`src/rtl/rom_access_ctrl_if.sv`:
```
// Requester and EPROM pin bundle for rom_access_ctrl.
// slave = controller side, master = requesters plus EPROM model side.
interface rom_access_ctrl_if #(
    parameter int ADDR_W = 15
);
    logic              req0;
    logic [ADDR_W-1:0] addr0;
    logic              ack0;
    logic              req1;
    logic [ADDR_W-1:0] addr1;
    logic              ack1;
    logic [7:0]        rdata;
    logic              busy;
    logic              rom_csN;
    logic              rom_oeN;
    logic [ADDR_W-1:0] rom_addr;
    logic [7:0]        rom_data;

    modport slave (
        input  req0, addr0, req1, addr1, rom_data,
        output ack0, ack1, rdata, busy, rom_csN, rom_oeN, rom_addr
    );

    modport master (
        output req0, addr0, req1, addr1, rom_data,
        input  ack0, ack1, rdata, busy, rom_csN, rom_oeN, rom_addr
    );
endinterface

```
`src/rtl/rom_access_ctrl.sv`:
```
// Two-port round-robin access controller for a 27128-style asynchronous EPROM.
// Optional one-entry last-read cache enabled by macro ROM_CTRL_HIT_EN.
module rom_access_ctrl #(
    parameter int ADDR_W      = 15,
    parameter int WAIT_CYCLES = 3,
    parameter int TURN_CYCLES = 1
) (
    input logic              clk,
    input logic              rst,
    rom_access_ctrl_if.slave bus
);

    if (WAIT_CYCLES < 1 || WAIT_CYCLES > 15) begin : g_bad_wait
        $error("rom_access_ctrl: WAIT_CYCLES out of range 1..15");
    end
    if (TURN_CYCLES < 1 || TURN_CYCLES > 7) begin : g_bad_turn
        $error("rom_access_ctrl: TURN_CYCLES out of range 1..7");
    end

    localparam logic [3:0] WAIT_M1 = 4'(WAIT_CYCLES - 1);
    localparam logic [3:0] TURN_M1 = 4'(TURN_CYCLES - 1);

    typedef enum logic [2:0] {
        IDLE,
        SETUP,
        READ,
        TURN
`ifdef ROM_CTRL_HIT_EN
        , HIT
`endif
    } state_t;

    state_t            state_q, state_d;
    logic [3:0]        cnt_q, cnt_d;
    logic              last_grant_q, last_grant_d;
    logic [ADDR_W-1:0] addr_d;
    logic [7:0]        rdata_d;
    logic              ack0_d, ack1_d, cs_d, oe_d;
    logic              pick;
    logic [ADDR_W-1:0] pick_addr;

`ifdef ROM_CTRL_HIT_EN
    logic [ADDR_W-1:0] hit_addr_q, hit_addr_d;
    logic [7:0]        hit_data_q, hit_data_d;
    logic              hit_valid_q, hit_valid_d;
`endif

    // last_grant always names the port being served, so it doubles as the grant.
    assign pick      = (bus.req0 && bus.req1) ? ~last_grant_q : bus.req1;
    assign pick_addr = pick ? bus.addr1 : bus.addr0;

    always_comb begin
        state_d      = state_q;
        cnt_d        = cnt_q;
        last_grant_d = last_grant_q;
        addr_d       = bus.rom_addr;
        rdata_d      = bus.rdata;
        ack0_d       = 1'b0;
        ack1_d       = 1'b0;
        cs_d         = 1'b1;
        oe_d         = 1'b1;
`ifdef ROM_CTRL_HIT_EN
        hit_addr_d   = hit_addr_q;
        hit_data_d   = hit_data_q;
        hit_valid_d  = hit_valid_q;
`endif
        case (state_q)
            IDLE: begin
                if (bus.req0 || bus.req1) begin
                    last_grant_d = pick;
                    addr_d       = pick_addr;
`ifdef ROM_CTRL_HIT_EN
                    if (hit_valid_q && (pick_addr == hit_addr_q)) begin
                        state_d = HIT;
                    end else begin
                        state_d = SETUP;
                        cs_d    = 1'b0;
                    end
`else
                    state_d = SETUP;
                    cs_d    = 1'b0;
`endif
                end
            end
            SETUP: begin
                state_d = READ;
                cnt_d   = WAIT_M1;
                cs_d    = 1'b0;
                oe_d    = 1'b0;
            end
            READ: begin
                if (cnt_q == 4'd0) begin
                    state_d = TURN;
                    cnt_d   = TURN_M1;
                    rdata_d = bus.rom_data;
                    ack0_d  = ~last_grant_q;
                    ack1_d  = last_grant_q;
`ifdef ROM_CTRL_HIT_EN
                    hit_addr_d  = bus.rom_addr;
                    hit_data_d  = bus.rom_data;
                    hit_valid_d = 1'b1;
`endif
                end else begin
                    cnt_d = cnt_q - 4'd1;
                    cs_d  = 1'b0;
                    oe_d  = 1'b0;
                end
            end
            TURN: begin
                if (cnt_q == 4'd0) begin
                    state_d = IDLE;
                end else begin
                    cnt_d = cnt_q - 4'd1;
                end
            end
`ifdef ROM_CTRL_HIT_EN
            HIT: begin
                state_d = TURN;
                cnt_d   = TURN_M1;
                rdata_d = hit_data_q;
                ack0_d  = ~last_grant_q;
                ack1_d  = last_grant_q;
            end
`endif
            default: state_d = IDLE;
        endcase
    end

    // Every output is a register loaded with the value for the upcoming state.
    always_ff @(posedge clk) begin
        if (rst) begin
            state_q      <= IDLE;
            cnt_q        <= 4'd0;
            last_grant_q <= 1'b1;
            bus.rom_csN  <= 1'b1;
            bus.rom_oeN  <= 1'b1;
            bus.rom_addr <= '0;
            bus.rdata    <= 8'h00;
            bus.ack0     <= 1'b0;
            bus.ack1     <= 1'b0;
            bus.busy     <= 1'b0;
`ifdef ROM_CTRL_HIT_EN
            hit_addr_q   <= '0;
            hit_data_q   <= 8'h00;
            hit_valid_q  <= 1'b0;
`endif
        end else begin
            state_q      <= state_d;
            cnt_q        <= cnt_d;
            last_grant_q <= last_grant_d;
            bus.rom_csN  <= cs_d;
            bus.rom_oeN  <= oe_d;
            bus.rom_addr <= addr_d;
            bus.rdata    <= rdata_d;
            bus.ack0     <= ack0_d;
            bus.ack1     <= ack1_d;
            bus.busy     <= (state_d != IDLE);
`ifdef ROM_CTRL_HIT_EN
            hit_addr_q   <= hit_addr_d;
            hit_data_q   <= hit_data_d;
            hit_valid_q  <= hit_valid_d;
`endif
        end
    end

endmodule

```
`src/flat_wrapper.sv`:
```
// flat-port wrapper written by rule: the top's interface ports become plain ports
module rom_access_ctrl_flat 
#(
    parameter int ADDR_W      = 15,
    parameter int WAIT_CYCLES = 3,
    parameter int TURN_CYCLES = 1
)
  (clk, rst, bus_req0, bus_addr0, bus_req1, bus_addr1, bus_rom_data, bus_ack0, bus_ack1, bus_rdata, bus_busy, bus_rom_csN, bus_rom_oeN, bus_rom_addr);
  rom_access_ctrl_if #(.ADDR_W(ADDR_W)) bus_i ();
  input logic clk;
  input logic rst;
  input wire logic [$bits(bus_i.req0)-1:0] bus_req0;
  input wire logic [$bits(bus_i.addr0)-1:0] bus_addr0;
  input wire logic [$bits(bus_i.req1)-1:0] bus_req1;
  input wire logic [$bits(bus_i.addr1)-1:0] bus_addr1;
  input wire logic [$bits(bus_i.rom_data)-1:0] bus_rom_data;
  output wire logic [$bits(bus_i.ack0)-1:0] bus_ack0;
  output wire logic [$bits(bus_i.ack1)-1:0] bus_ack1;
  output wire logic [$bits(bus_i.rdata)-1:0] bus_rdata;
  output wire logic [$bits(bus_i.busy)-1:0] bus_busy;
  output wire logic [$bits(bus_i.rom_csN)-1:0] bus_rom_csN;
  output wire logic [$bits(bus_i.rom_oeN)-1:0] bus_rom_oeN;
  output wire logic [$bits(bus_i.rom_addr)-1:0] bus_rom_addr;
  assign bus_i.req0 = bus_req0;
  assign bus_i.addr0 = bus_addr0;
  assign bus_i.req1 = bus_req1;
  assign bus_i.addr1 = bus_addr1;
  assign bus_i.rom_data = bus_rom_data;
  assign bus_ack0 = bus_i.ack0;
  assign bus_ack1 = bus_i.ack1;
  assign bus_rdata = bus_i.rdata;
  assign bus_busy = bus_i.busy;
  assign bus_rom_csN = bus_i.rom_csN;
  assign bus_rom_oeN = bus_i.rom_oeN;
  assign bus_rom_addr = bus_i.rom_addr;
  rom_access_ctrl #(.ADDR_W(ADDR_W), .WAIT_CYCLES(WAIT_CYCLES), .TURN_CYCLES(TURN_CYCLES)) u_core (.clk(clk), .rst(rst), .bus(bus_i));
endmodule
```
`config.mk`:
```
export PLATFORM = sky130hd
export DESIGN_NAME = rom_access_ctrl_flat
export DESIGN_NICKNAME = d
export VERILOG_FILES = /design/src/rtl/rom_access_ctrl_if.sv /design/src/rtl/rom_access_ctrl.sv /design/src/flat_wrapper.sv
export SDC_FILE = /design/constraint.sdc
export NUM_CORES = 1
export LEC_CHECK = 0
export ABC_AREA = 1
export CORE_ASPECT_RATIO = 0.75
export CORE_MARGIN = 2
export CORE_UTILIZATION = 60
export CTS_BUF_LIST = sky130_fd_sc_hd__clkbuf_8
export DETAILED_ROUTE_END_ITERATION = 10
export DONT_BUFFER_PORTS = 1
export GPL_TIMING_DRIVEN = 0
export MAX_ROUTING_LAYER = met4
export PLACE_DENSITY = 0.76
export SLEW_MARGIN = 25
export SYNTH_ARGS = -nofsm -noshare
export SYNTH_HDL_FRONTEND = slang
export SYNTH_SLANG_ARGS = --single-unit
```
`constraint.sdc`:
```
create_clock -name clk -period 1.37 [get_ports clk]
set_input_delay 0.2055 -clock clk [delete_from_list [all_inputs] [get_ports clk]]
set_output_delay 0.2055 -clock clk [all_outputs]
set_load 0.01 [all_outputs]
```
After elaboration in Yosys (flattened, before gate mapping)
Index checks and enable logic that the tools add are counted.
- ROM bits: 0
- latch bits: 0
- register bits: 36
- word-level logic and storage cells: 41
- input port bits: 42
- output and inout bits: 28
- memories: 0
- bits in writable memories: 0
- multiplexer cells: 13
- shifts and indexed selects: 0
- div/mod/pow operators: 0
- multiply operators: 0
- bitwise operators: 3
- reductions and logical operators: 10
- $add $sub $neg: 1
- magnitude comparators: 0
- equality and inequality tests: 4
- operator list (kind ; number):
    $mux W15 ; 1
    $pmux W3 S4 ; 1
    $pmux W4 S3 ; 1
    $mux W3 ; 3
    $mux W4 ; 2
    $eq A3 B2 Y1 const B ; 2
    $reduce_and A2 Y1 ; 3
    $reduce_bool A3 Y1 ; 2
    $logic_not A4 Y1 ; 1
    $sub A4 B1 Y4 const B ; 1
    $eq A3 B1 Y1 const B ; 1
    $logic_not A3 Y1 ; 1
    $mux W1 ; 3
    $not A1 Y1 ; 3
    $pmux W1 S3 ; 1
    $reduce_or A3 Y1 ; 1
    $ne A2 B2 Y1 const B ; 1
    $pmux W1 S2 ; 1
    $logic_and A1 B1 Y1 ; 1
    $logic_or A1 B1 Y1 ; 1

Longest topological paths before layout
- depth after elaboration: 4
- mapped depth: 9
- mapped depth without buffers: 9

Worst setup path after synthesis
No wires, ideal clock.
- path kind: register to register
- start point: reg u_core.cnt_q[0]
- end point: reg u_core.bus.rom_csN
- setup time: 0.122 ns
- clock period less this slack: 1.252 ns
- slack: 0.118 ns
- data arrival time: 1.130 ns
- path buffers: 0
- data required time: 1.248 ns
- cell stages (with the launch flop): 9
- path through: dfxtp_1 -> inv_1 -> ha_1 -> nand2_2 -> nor2_1 -> nand2_2 -> inv_6 -> nor2_8 -> o21ai_2
- cells in the longest elaborated chain, start to end: 3
- RTL lines (item ; RTL line ; source):
    from (decl) ; rom_access_ctrl.sv:34 ; logic [3:0] cnt_q, cnt_d;
    from (signal assigned) ; rom_access_ctrl.sv:149 ; cnt_q <= cnt_d;
    $logic_not A4 Y1 ; rom_access_ctrl.sv:92 ; if (cnt_q == 4'd0) begin
    $mux W1 ; rom_access_ctrl.sv:92 ;
    $pmux W1 S3 ; rom_access_ctrl.sv:67 ; case (state_q)
    to (signal assigned) ; rom_access_ctrl.sv:151 ; bus.rom_csN <= cs_d;
    to (decl) ; rom_access_ctrl_if.sv:21 ; output ack0, ack1, rdata, busy, rom_csN, rom_oeN, rom_addr
Every way passes these cells.
A chain may end at the register's enable or synchronous reset.

Worst setup path in the final report
- start point: reg u_core.cnt_q[0]
- end point: reg u_core.bus.rdata[0]
- cells in the longest elaborated chain, start to end: 2
- RTL lines (item ; RTL line ; source):
    $logic_not A4 Y1 ; rom_access_ctrl.sv:92 ;
    $reduce_and A2 Y1 (no line) ; -- ;
    to (signal assigned) ; rom_access_ctrl.sv:154 ; bus.rdata <= rdata_d;
    to (decl) ; rom_access_ctrl_if.sv:21 ;
Every way passes these cells.

==> summary.md <==
| Metric | Value |
|---|---|
| Status | `finished, final reports clean` |
| Worst setup EP type | `flop` |
| Seq. cell area | `723 um^2` |
| DR vias/cell | `4.99` |
| DRC | `0` |
| Diodes inserted | `0` |
| Max-cap violations | `0` |
| Die area | `0.00344 mm^2` |
| Synth unique cells | `27` |
| Crit Path Max Fanout | `6` |
| Final hold slack | `13.9 ps` |
| Most frequent cells in the layout | `nand2_1, nor2_1, dfxtp_1` |
| Total GRT Usage | `23.1%` |
| Rows | `17` |
| Synth top area cells | `dfxtp_1, nor2_1, nand2_1` |
| Worst VDD drop | `0.757 mV` |
| Tmin final | `1260 ps` |
| H-tree Lvls | `2` |
| Hold-fix buffer count after cts | `0` |
| Setup-failing EPs final | `0` |
| Initial antenna violation count | `0` |
| Synth area leader | `dfxtp_1` |
| Switch share | `27.5%` |
| Ys Warns | `0` |
| Drt pass-1 iters | `4` |
| Post-Syn Area | `0.00179 mm^2` |
| Pin count of the biggest net entering global routing | `11` |
| Port bufs | `0` |
| Met1 usage | `28.7%` |
| Net Count, Synth | `285` |
| Ports | `70` |
| Endpoints failing hold | `0` |
| Post-DP HPWL | `2550 um` |
| Lkg Pwr | `0.000999 uW` |
| Design Power | `2360 uW` |
| GRT busiest layer | `met2` |
| Area Growth Syn to Fin | `13.4%` |
| PwrDens | `1170 mW/mm^2` |
| CTS Buffer Depth | `2` |
| Crit path DAT | `1480 ps` |
| Multi-input gate area | `906 um^2` |
| Cells after Synth | `242` |
| Synth top area share | `40.3%` |
| Final #Nets | `300` |
| Total CTS buffers | `5` |
| Final Skew | `3.09 ps` |
| Min-Delay Path Class | `in2reg` |
| Met3 Track Usage GR | `7.71%` |
| Worst setup SP type | `flop` |
| Seq pwr share | `50.2%` |
| Initial drt markers | `43` |
| CTS sink cnt | `36` |
| Clock power frac | `33.8%` |
| Yosys reg bits | `36` |
| Final Cycle Share | `91.7%` |
| Clock transition at path regs | `70 ps` |
| Vias | `1473` |
| Gr ovfl total | `0` |
| RSZ-0062 raised after global routing | `no` |
| Starting Density | `61.9%` |
| Vias in the first global route | `1397` |
| Share of layout cells above drive strength 1 | `29.6%` |
| Die Height | `51.3 um` |
| Met2 usage | `35.6%` |
| Setup WS pre-CTS | `-16.6 ps` |
| Sequential element share of the synthesized area | `40.3%` |
| Final slew viol count | `0` |
| P_int | `1710 uW` |
| Switch Pwr | `650 uW` |
| Gate power share | `16.0%` |
| TritonCTS clock tree | `yes` |
| Drt wl/cell | `12.7 um` |
| DRT antenna net count | `0` |
| Hold Crit Depth | `1` |
| Final WS setup | `113 ps` |
| Core ar. | `0.00289 mm^2` |
| Skew-Pair Late Insertion Delay | `280 ps` |
| Filler Cells Inserted | `239` |
| R2R depth | `9` |
| Req. time, crit path | `1600 ps` |
| Die X | `67.1 um` |
| Root buf cell | `clkbuf_8` |
| Routed WL | `3740 um` |
| F_max | `0.796 GHz` |
| Placer Congestion | `0.827` |
| Average size of a mapped cell | `7.39 um^2` |
| Type of the worst setup path | `reg2reg` |
| First-pass GRT wire length | `5850 um` |
power by group through the flow:
stage / sequential, uW / combinational (uW) / clock (uW)
4_1_cts: 1180 / 346 / 811
3_3_place_gp: 1210 / 331 / 0
5_1_grt: 1190 / 425 / 850
3_5_place_dp: 1210 / 336 / 0
6_report: 1190 / 378 / 799
2_1_floorplan: 1200 / 287 / 0
sequential cells by signal, summed over array words and instances (netlist names):
| signal | cells |
|---|---|
| u_core.bus.ack0 | 1 |
| u_core.bus.ack1 | 1 |
| u_core.bus.busy | 1 |
| u_core.bus.rdata | 8 |
| u_core.bus.rom_addr | 15 |
| u_core.bus.rom_csN | 1 |
| u_core.bus.rom_oeN | 1 |
| u_core.cnt_q | 4 |
| u_core.last_grant_q | 1 |
| u_core.state_q | 3 |
synthesized netlist by cell type, drive strengths merged:
cell,n
nand2,58
nand4,1
conb,1
dfxtp,36
nand3,19
ha,1
a21oi,17
buf,8
o21ai,17
nor2,49
inv,34
clkinv,1
metrics by stage:
stage               area (um^2)  cells  TNS, ps  util [%]
detailed placement         1840    280    -71.7      63.5
global route               2030    295        0      70.1
CTS                        1960    289        0      67.8
floorplan                  1790    242        0         -
finish                     2030    295        0      70.1
global placement           1840    280    -3.33      63.5
critical path, stage by stage, from the launching register on:
cell      delay (ps)
dfxtp_2          350
inv_4             50
ha_4             170
nand2_4           70
nor2_4            40
nand2_4          110
clkinv_4         100
nor2_4           190
nand2_2           60
nand2_1           60
logic make-up after synthesis:
logic type / synth area share [%]
simple gates: 34.5
buf+inv: 11.4
compound gates: 12.9
fa+ha+maj: 0.699
flops: 40.3
other cells: 0.210
per-layer routing:
metal,up-vias,wire length (um),share of wire (%)
met4,0,19,0.51
li1,776,-,-
met2,47,1700,46
met5,-,0,0
met1,648,1700,45
met3,2,319,8.5
worst paths after layout:
kind / from / to / slack [ps]
max reg2reg: u_core.cnt_q[0] / u_core.bus.rdata[0] / 110
min reg2reg: u_core.last_grant_q / u_core.bus.ack0 / 470
min: rst / u_core.state_q[1] / 10
max: u_core.cnt_q[0] / u_core.bus.rdata[0] / 110
repair_timing:
action                     4_1_cts  5_1_grt
pin swaps                        3        5
setup buffers                    0        6
cloned                           2        0
resized for setup                2        9
setup endpoints to repair       10       14
final cells by class:
cell class	count	share of cell area (%)
tap	38	2.34
timing repair inverter	1	0.185
buffer	8	3.33
multi-input combinational	164	44.7
clock buffer	7	4.75
timing repair buffer	6	2.22
sequential	36	35.7
inverter	35	6.85
No activity file was read; power rests on OpenSTA's default activity.
